**src/rtl/boomerang_ctrl_if.sv**
```systemverilog
//==============================================================================
// Module   : boomerang_ctrl_if
// Brief    : Control, status and engine-side bundle for boomerang_ctrl.
// Revision : 1.0 - initial release
//==============================================================================
`default_nettype none

interface boomerang_ctrl_if #(
    parameter int LED_COUNT    = 4,
    parameter int REPEAT_WIDTH = 4
);
    logic                    start;
    logic                    abort;
    logic [REPEAT_WIDTH-1:0] repeats;
    logic                    out_done;
    logic [LED_COUNT-1:0]    out_led;
    logic                    back_done;
    logic [LED_COUNT-1:0]    back_led;
    logic                    out_go;
    logic                    out_rst;
    logic                    back_go;
    logic                    back_rst;
    logic [LED_COUNT-1:0]    led;
    logic                    busy;
    logic                    done;
    logic [REPEAT_WIDTH-1:0] trip_count;

    // master is the sequencer; slave is the board/engine side that feeds it
    modport master (
        input  start, abort, repeats, out_done, out_led, back_done, back_led,
        output out_go, out_rst, back_go, back_rst, led, busy, done, trip_count
    );

    modport slave (
        output start, abort, repeats, out_done, out_led, back_done, back_led,
        input  out_go, out_rst, back_go, back_rst, led, busy, done, trip_count
    );
endinterface

`default_nettype wire

```
**src/rtl/boomerang_ctrl.sv**
```systemverilog
//==============================================================================
// Module   : boomerang_ctrl
// Brief    : Out-and-back sequencer for two LED sweep engines sharing one bank.
// Revision : 1.0 - initial release
//==============================================================================
`default_nettype none

module boomerang_ctrl #(
    parameter int LED_COUNT    = 4,
    parameter int PAUSE_WIDTH  = 24,
    parameter int PAUSE_CYCLES = 3000000,
    parameter int REPEAT_WIDTH = 4
) (
    input  wire logic          clk,
    input  wire logic          rst,
    boomerang_ctrl_if.master   bus
);

    localparam logic [PAUSE_WIDTH-1:0]  PAUSE_LOAD = PAUSE_WIDTH'(PAUSE_CYCLES - 1);
    localparam logic [REPEAT_WIDTH-1:0] ONE_TRIP   = REPEAT_WIDTH'(1);

    typedef enum logic [2:0] {
        S_IDLE     = 3'd0,
        S_ARM_OUT  = 3'd1,
        S_RUN_OUT  = 3'd2,
        S_PAUSE    = 3'd3,
        S_ARM_BACK = 3'd4,
        S_RUN_BACK = 3'd5,
        S_GAP      = 3'd6,
        S_FINISH   = 3'd7
    } state_t;

    state_t                  state_q, state_d;
    logic [PAUSE_WIDTH-1:0]  pause_q, pause_d;
    logic [REPEAT_WIDTH-1:0] target_q, target_d;
    logic [REPEAT_WIDTH-1:0] trip_q, trip_d;
    logic [REPEAT_WIDTH-1:0] trip_inc;
    logic                    out_go_q, out_go_d;
    logic                    back_go_q, back_go_d;
    logic                    out_strb_q, out_strb_d;
    logic                    back_strb_q, back_strb_d;
    logic                    busy_q, busy_d;
    logic                    done_q, done_d;
    logic [LED_COUNT-1:0]    led_q, led_d;
    logic                    abort_hit;

    always_ff @(posedge clk or posedge rst) begin
        if (rst) begin
            state_q     <= S_IDLE;
            pause_q     <= '0;
            target_q    <= ONE_TRIP;
            trip_q      <= '0;
            out_go_q    <= 1'b0;
            back_go_q   <= 1'b0;
            out_strb_q  <= 1'b0;
            back_strb_q <= 1'b0;
            busy_q      <= 1'b0;
            done_q      <= 1'b0;
            led_q       <= '0;
        end else begin
            state_q     <= state_d;
            pause_q     <= pause_d;
            target_q    <= target_d;
            trip_q      <= trip_d;
            out_go_q    <= out_go_d;
            back_go_q   <= back_go_d;
            out_strb_q  <= out_strb_d;
            back_strb_q <= back_strb_d;
            busy_q      <= busy_d;
            done_q      <= done_d;
            led_q       <= led_d;
        end
    end

    always_comb begin
        state_d   = state_q;
        pause_d   = pause_q;
        target_d  = target_q;
        trip_d    = trip_q;
        abort_hit = 1'b0;
        trip_inc  = trip_q + ONE_TRIP;

        // abort outranks every other event, including a final back_done
        if (bus.abort && (state_q != S_IDLE)) begin
            state_d   = S_IDLE;
            abort_hit = 1'b1;
        end else begin
            case (state_q)
                S_IDLE: begin
                    if (bus.start && !bus.abort) begin
                        target_d = (bus.repeats == '0) ? ONE_TRIP : bus.repeats;
                        trip_d   = '0;
                        state_d  = S_ARM_OUT;
                    end
                end
                S_ARM_OUT:  state_d = S_RUN_OUT;
                S_RUN_OUT: begin
                    if (bus.out_done) begin
                        pause_d = PAUSE_LOAD;
                        state_d = S_PAUSE;
                    end
                end
                S_PAUSE, S_GAP: begin
                    if (pause_q == '0) begin
                        state_d = (state_q == S_PAUSE) ? S_ARM_BACK : S_ARM_OUT;
                    end else begin
                        pause_d = pause_q - PAUSE_WIDTH'(1);
                    end
                end
                S_ARM_BACK: state_d = S_RUN_BACK;
                S_RUN_BACK: begin
                    if (bus.back_done) begin
                        if (trip_inc >= target_q) begin
                            trip_d  = target_q;
                            state_d = S_FINISH;
                        end else begin
                            trip_d  = trip_inc;
                            pause_d = PAUSE_LOAD;
                            state_d = S_GAP;
                        end
                    end
                end
                S_FINISH:   state_d = S_IDLE;
                default:    state_d = S_IDLE;
            endcase
        end

        // outputs are registered from the next state so they align with it
        out_go_d    = (state_d == S_RUN_OUT);
        back_go_d   = (state_d == S_RUN_BACK);
        out_strb_d  = (state_d == S_ARM_OUT)  || abort_hit;
        back_strb_d = (state_d == S_ARM_BACK) || abort_hit;
        busy_d      = (state_d != S_IDLE);
        done_d      = (state_d == S_FINISH);

        case (state_d)
            S_ARM_OUT, S_RUN_OUT, S_PAUSE:            led_d = bus.out_led;
            S_ARM_BACK, S_RUN_BACK, S_GAP, S_FINISH:  led_d = bus.back_led;
            default:                                  led_d = '0;
        endcase
    end

    assign bus.out_go     = out_go_q;
    assign bus.back_go    = back_go_q;
    assign bus.out_rst    = rst | out_strb_q;
    assign bus.back_rst   = rst | back_strb_q;
    assign bus.busy       = busy_q;
    assign bus.done       = done_q;
    assign bus.led        = led_q;
    assign bus.trip_count = trip_q;

endmodule

`default_nettype wire

```
**src/flat_wrapper.sv**
```systemverilog
// flat-port wrapper written by rule: the top's interface ports become plain ports
module boomerang_ctrl_flat 
#(
    parameter int LED_COUNT    = 4,
    parameter int PAUSE_WIDTH  = 24,
    parameter int PAUSE_CYCLES = 3000000,
    parameter int REPEAT_WIDTH = 4
)
  (clk, rst, bus_start, bus_abort, bus_repeats, bus_out_done, bus_out_led, bus_back_done, bus_back_led, bus_out_go, bus_out_rst, bus_back_go, bus_back_rst, bus_led, bus_busy, bus_done, bus_trip_count);
  boomerang_ctrl_if #(.LED_COUNT(LED_COUNT), .REPEAT_WIDTH(REPEAT_WIDTH)) bus_i ();
  input  wire logic clk;
  input  wire logic rst;
  input wire logic [$bits(bus_i.start)-1:0] bus_start;
  input wire logic [$bits(bus_i.abort)-1:0] bus_abort;
  input wire logic [$bits(bus_i.repeats)-1:0] bus_repeats;
  input wire logic [$bits(bus_i.out_done)-1:0] bus_out_done;
  input wire logic [$bits(bus_i.out_led)-1:0] bus_out_led;
  input wire logic [$bits(bus_i.back_done)-1:0] bus_back_done;
  input wire logic [$bits(bus_i.back_led)-1:0] bus_back_led;
  output wire logic [$bits(bus_i.out_go)-1:0] bus_out_go;
  output wire logic [$bits(bus_i.out_rst)-1:0] bus_out_rst;
  output wire logic [$bits(bus_i.back_go)-1:0] bus_back_go;
  output wire logic [$bits(bus_i.back_rst)-1:0] bus_back_rst;
  output wire logic [$bits(bus_i.led)-1:0] bus_led;
  output wire logic [$bits(bus_i.busy)-1:0] bus_busy;
  output wire logic [$bits(bus_i.done)-1:0] bus_done;
  output wire logic [$bits(bus_i.trip_count)-1:0] bus_trip_count;
  assign bus_i.start = bus_start;
  assign bus_i.abort = bus_abort;
  assign bus_i.repeats = bus_repeats;
  assign bus_i.out_done = bus_out_done;
  assign bus_i.out_led = bus_out_led;
  assign bus_i.back_done = bus_back_done;
  assign bus_i.back_led = bus_back_led;
  assign bus_out_go = bus_i.out_go;
  assign bus_out_rst = bus_i.out_rst;
  assign bus_back_go = bus_i.back_go;
  assign bus_back_rst = bus_i.back_rst;
  assign bus_led = bus_i.led;
  assign bus_busy = bus_i.busy;
  assign bus_done = bus_i.done;
  assign bus_trip_count = bus_i.trip_count;
  boomerang_ctrl #(.LED_COUNT(LED_COUNT), .PAUSE_WIDTH(PAUSE_WIDTH), .PAUSE_CYCLES(PAUSE_CYCLES), .REPEAT_WIDTH(REPEAT_WIDTH)) u_core (.clk(clk), .rst(rst), .bus(bus_i));
endmodule
```
**config.mk**
```make
export PLATFORM = sky130hd
export DESIGN_NAME = boomerang_ctrl_flat
export DESIGN_NICKNAME = d
export VERILOG_FILES = /design/src/rtl/boomerang_ctrl_if.sv /design/src/rtl/boomerang_ctrl.sv /design/src/flat_wrapper.sv
export SDC_FILE = /design/constraint.sdc
export NUM_CORES = 1
export LEC_CHECK = 0
export BUFFER_PORTS_ARGS = -buffer_cell sky130_fd_sc_hd__buf_2
export CAP_MARGIN = 20
export CORE_MARGIN = 8
export CORE_UTILIZATION = 27
export DETAILED_ROUTE_END_ITERATION = 8
export PLACE_DENSITY = 0.49
export SYNTH_ARGS = -nofsm -noshare
export SYNTH_HDL_FRONTEND = slang
export SYNTH_SLANG_ARGS = --single-unit
```
**constraint.sdc**
```tcl
create_clock -name clk -period 3.6 [get_ports clk]
set_input_delay 0.72 -clock clk [delete_from_list [all_inputs] [get_ports clk]]
set_output_delay 0.72 -clock clk [all_outputs]
set_load 0.02 [all_outputs]
```
==> metrics.txt <==
Synth Area in Simple Gates=27.3%; unique cell type count in the Yosys netlist=56; Yosys top cell area share=42.0%; core area=around 9600 sq um; Clock Power Share=28.5%; TritonCTS buffer count=5; row count=36; Post-Syn Instances=around 280; Vias/cell=5.07; Horiz. Die Dim=115 um; Final TNS setup=0 ns; routed wire length=6410 um; Seq/Total Area, Yosys=43.0%; Port Buffer Count=31; reg2reg end=u_core.pause_q[8]; CP Class=flip-flop to flip-flop; sw frac=33.0%; Antenna Violating Nets Remaining=0; Post-CTS Hold Buffers=0; Final WS setup=a little under 0.6 ns; hold_ws=0.386 ns; RSZ-0062 raised after global routing=false; XOR/XNOR Fraction of Synth Area=1.67%; GRT Total Usage=10.3%; Compound-Gate Fraction of Synth Area=17.1%; count of pins over their slew limit=0; initial antenna violation count=0; largest net degree at the start of global routing=46; # H-tree levels=2; max cap viols=0; dpl ws=0.636 ns; mux share of post-synthesis cell area=4.34%; Skew-Pair Late Insertion Delay=0.30 ns; DIE HEIGHT=115 um; R2R setup slack=0.59 ns; top post-synthesis cells by area=dfrtp_1, o21ai_0, nor2_1; f_max=about 0.33 GHz; Congestion Overflow GR=0; Power Internal=0.000958 W; Die ar.=13,100 sq um; top post-synthesis cells by count=dfrtp_1, nor2_1, o21ai_0; first-pass GRT wire length=11,000 um; sequential share of power=45.9%; Setup Viol. Count Final=0; routed via count=2,257; IO Pins=32; Slew headroom=between 60% and 70%; CP peak stage delay=between 0.5 and 0.6 ns; final hold violations=0; Syn Nets=just over 300; Synth area leader=dfrtp_1; # resized after CTS=0; WL/cell=about 14 um; top-count cell post-synth=dfrtp_1; CP dominant cell by count=ha_1; reg-to-reg startpoint=u_core.bus.trip_count[0]; initial drt markers=105; Antenna Cells=0; area grow syn2layout=15.8%; Leakage=approximately 1.3 nW; Final #Nets=approximately 340; share of cells above drive strength 1=between 10% and 20%; vias in the first global route=2,230; Async SR Flop Fraction=100%; yosys warns=0; CP Data Required Time=3.83 ns; PD cells=470 nW/um^2; Setup Skew=0.00658 ns; Clock Root Buffer=clkbuf_8; number of flops mapped to enable cells by yosys=0; worst-path cell chain=ha_1 > ha_1 > a2111oi_2 > o21ai_1 > a21o_1 > or4_1 > a21oi_1; top_reg_cell synth=dfrtp_1; net switching power=0.000472 W; worst path arrival time=roughly 3.2 ns; Initial Util=27.3%; Mean Syn Cell Area=around 9.2 sq um; Design Power=0.00143 W; CP max stage cell=or4_1; Least-Margin Pin Slew=about 0.6 ns; Clock Tree Buf Depth=2; largest fanout on the critical path=18; largest family of logic cells by synthesized area=simple AND/OR/NAND/NOR gates; synthesized flop and latch total=45; clock sinks=45; outcome=finished clean; postcts setup bufs=0; drt pass-1 iters=4; Final Critical Period=3.01 ns; CTS tree=yes; fin crit share=83.7%; CP Launch Type=flip-flop; R2R depth=7; post-DP HPWL=4610 um; peak supply drop=0.248 mV; crit path capture type=flip-flop; Worst-path clk slew=0.09 ns; synthesized cell area=2620 sq um; hold crit path type=primary input to asynchronous set/reset pin; adder-cell area share of the yosys netlist=2.86%; gpl congestion=0.739; DRC viols=0; Gate power share=around 26%
[flip-flops by register name, indices dropped and copies added (netlist names)]
register and flops:
u_core.out_strb_q 1, u_core.bus.busy 1, u_core.bus.led 4, u_core.bus.trip_count 4
u_core.bus.done 1, u_core.back_strb_q 1, u_core.bus.out_go 1, u_core.pause_q 24
u_core.target_q 4, u_core.bus.back_go 1, u_core.state_q 3
[placed cells by master (no fill, tap or decap), drive strengths merged, types with 7 or more instances in the layout]
master,count
dfrtp,44
buf,34
nor2,27
o21ai,23
a21oi,17
nand2,13
or4,12
nor3,12
or3,11
inv,10
mux2i,8
nand3,7
nor4,7
[cell type report]
cell class / instances / area [sq um]
clock buffer: 6 / 82.6
timing repair buffer: 34 / 190
multi-input combinational: 215 / 1400
fill: 1001 / 6560
sequential: 45 / 1130
clock inverter: 2 / 37.5
inverter: 10 / 37.5
tap: 133 / 166
[metal layers]
| layer | up-vias | track usage, % | wire [um] | share of wire, % |
|---|---|---|---|---|
| li1 | 1115 | - | - | - |
| met1 | 1087 | 13.3 | 3070 | 48 |
| met2 | 45 | 16.0 | 2920 | 46 |
| met3 | 10 | 3.27 | 328 | 5.1 |
| met4 | 0 | 3.11 | 89 | 1.4 |
| met5 | - | 0 | 0 | 0 |
[how the worst max path moves through the flow]
stage / startpoint / endpoint / slack, ns / cells past startpoint
finish: u_core.bus.trip_count[0] / u_core.pause_q[8] / 0.59 / 7
global route: u_core.bus.trip_count[0] / u_core.pause_q[8] / 0.31 / 8
CTS: u_core.bus.trip_count[0] / u_core.pause_q[8] / 0.60 / 8
detailed placement: u_core.bus.trip_count[0] / u_core.pause_q[8] / 0.64 / 7
global placement: u_core.bus.trip_count[0] / u_core.pause_q[8] / 0.71 / 8
floorplan: u_core.bus.trip_count[0] / u_core.bus.done / 0.83 / 8
[critical path: cells and delay by family (launching register included)]
family | cells | cell delay (ns)
AOI/OAI and AO/OA | 4 | 1.28
adders and majority gates | 2 | 0.65
DFF | 1 | 0.45
and+or+nand+nor | 1 | 0.56
[kinds of logic after synthesis]
| logic type | count (synthesis) |
|---|---|
| flops | 45 |
| fa+ha+maj | 6 |
| mux | 11 |
| simple gates | 123 |
| xor+xnor | 5 |
| compound gates | 70 |
| buf+inv | 24 |
[power by group through the flow]
stage                     Clock [W]  Combinational (W)  Sequential [W]
after CTS                  0.000421           0.000369        0.000653
after global routing       0.000441           0.000417        0.000669
after floorplan                   0           0.000280        0.000643
final                      0.000407           0.000366        0.000656
after global placement            0           0.000361        0.000663
after detailed placement          0           0.000368        0.000663
[stage by stage]
stage / cells / utilization, % / area, sq um
floorplan: 284 / - / 2620
global placement: 436 / 30.2 / 2900
detailed placement: 436 / 30.2 / 2900
CTS: 444 / 31.5 / 3020
global route: 445 / 31.7 / 3040
finish: 445 / 31.7 / 3040
Note: power is estimated with default switching activity, not from simulation.
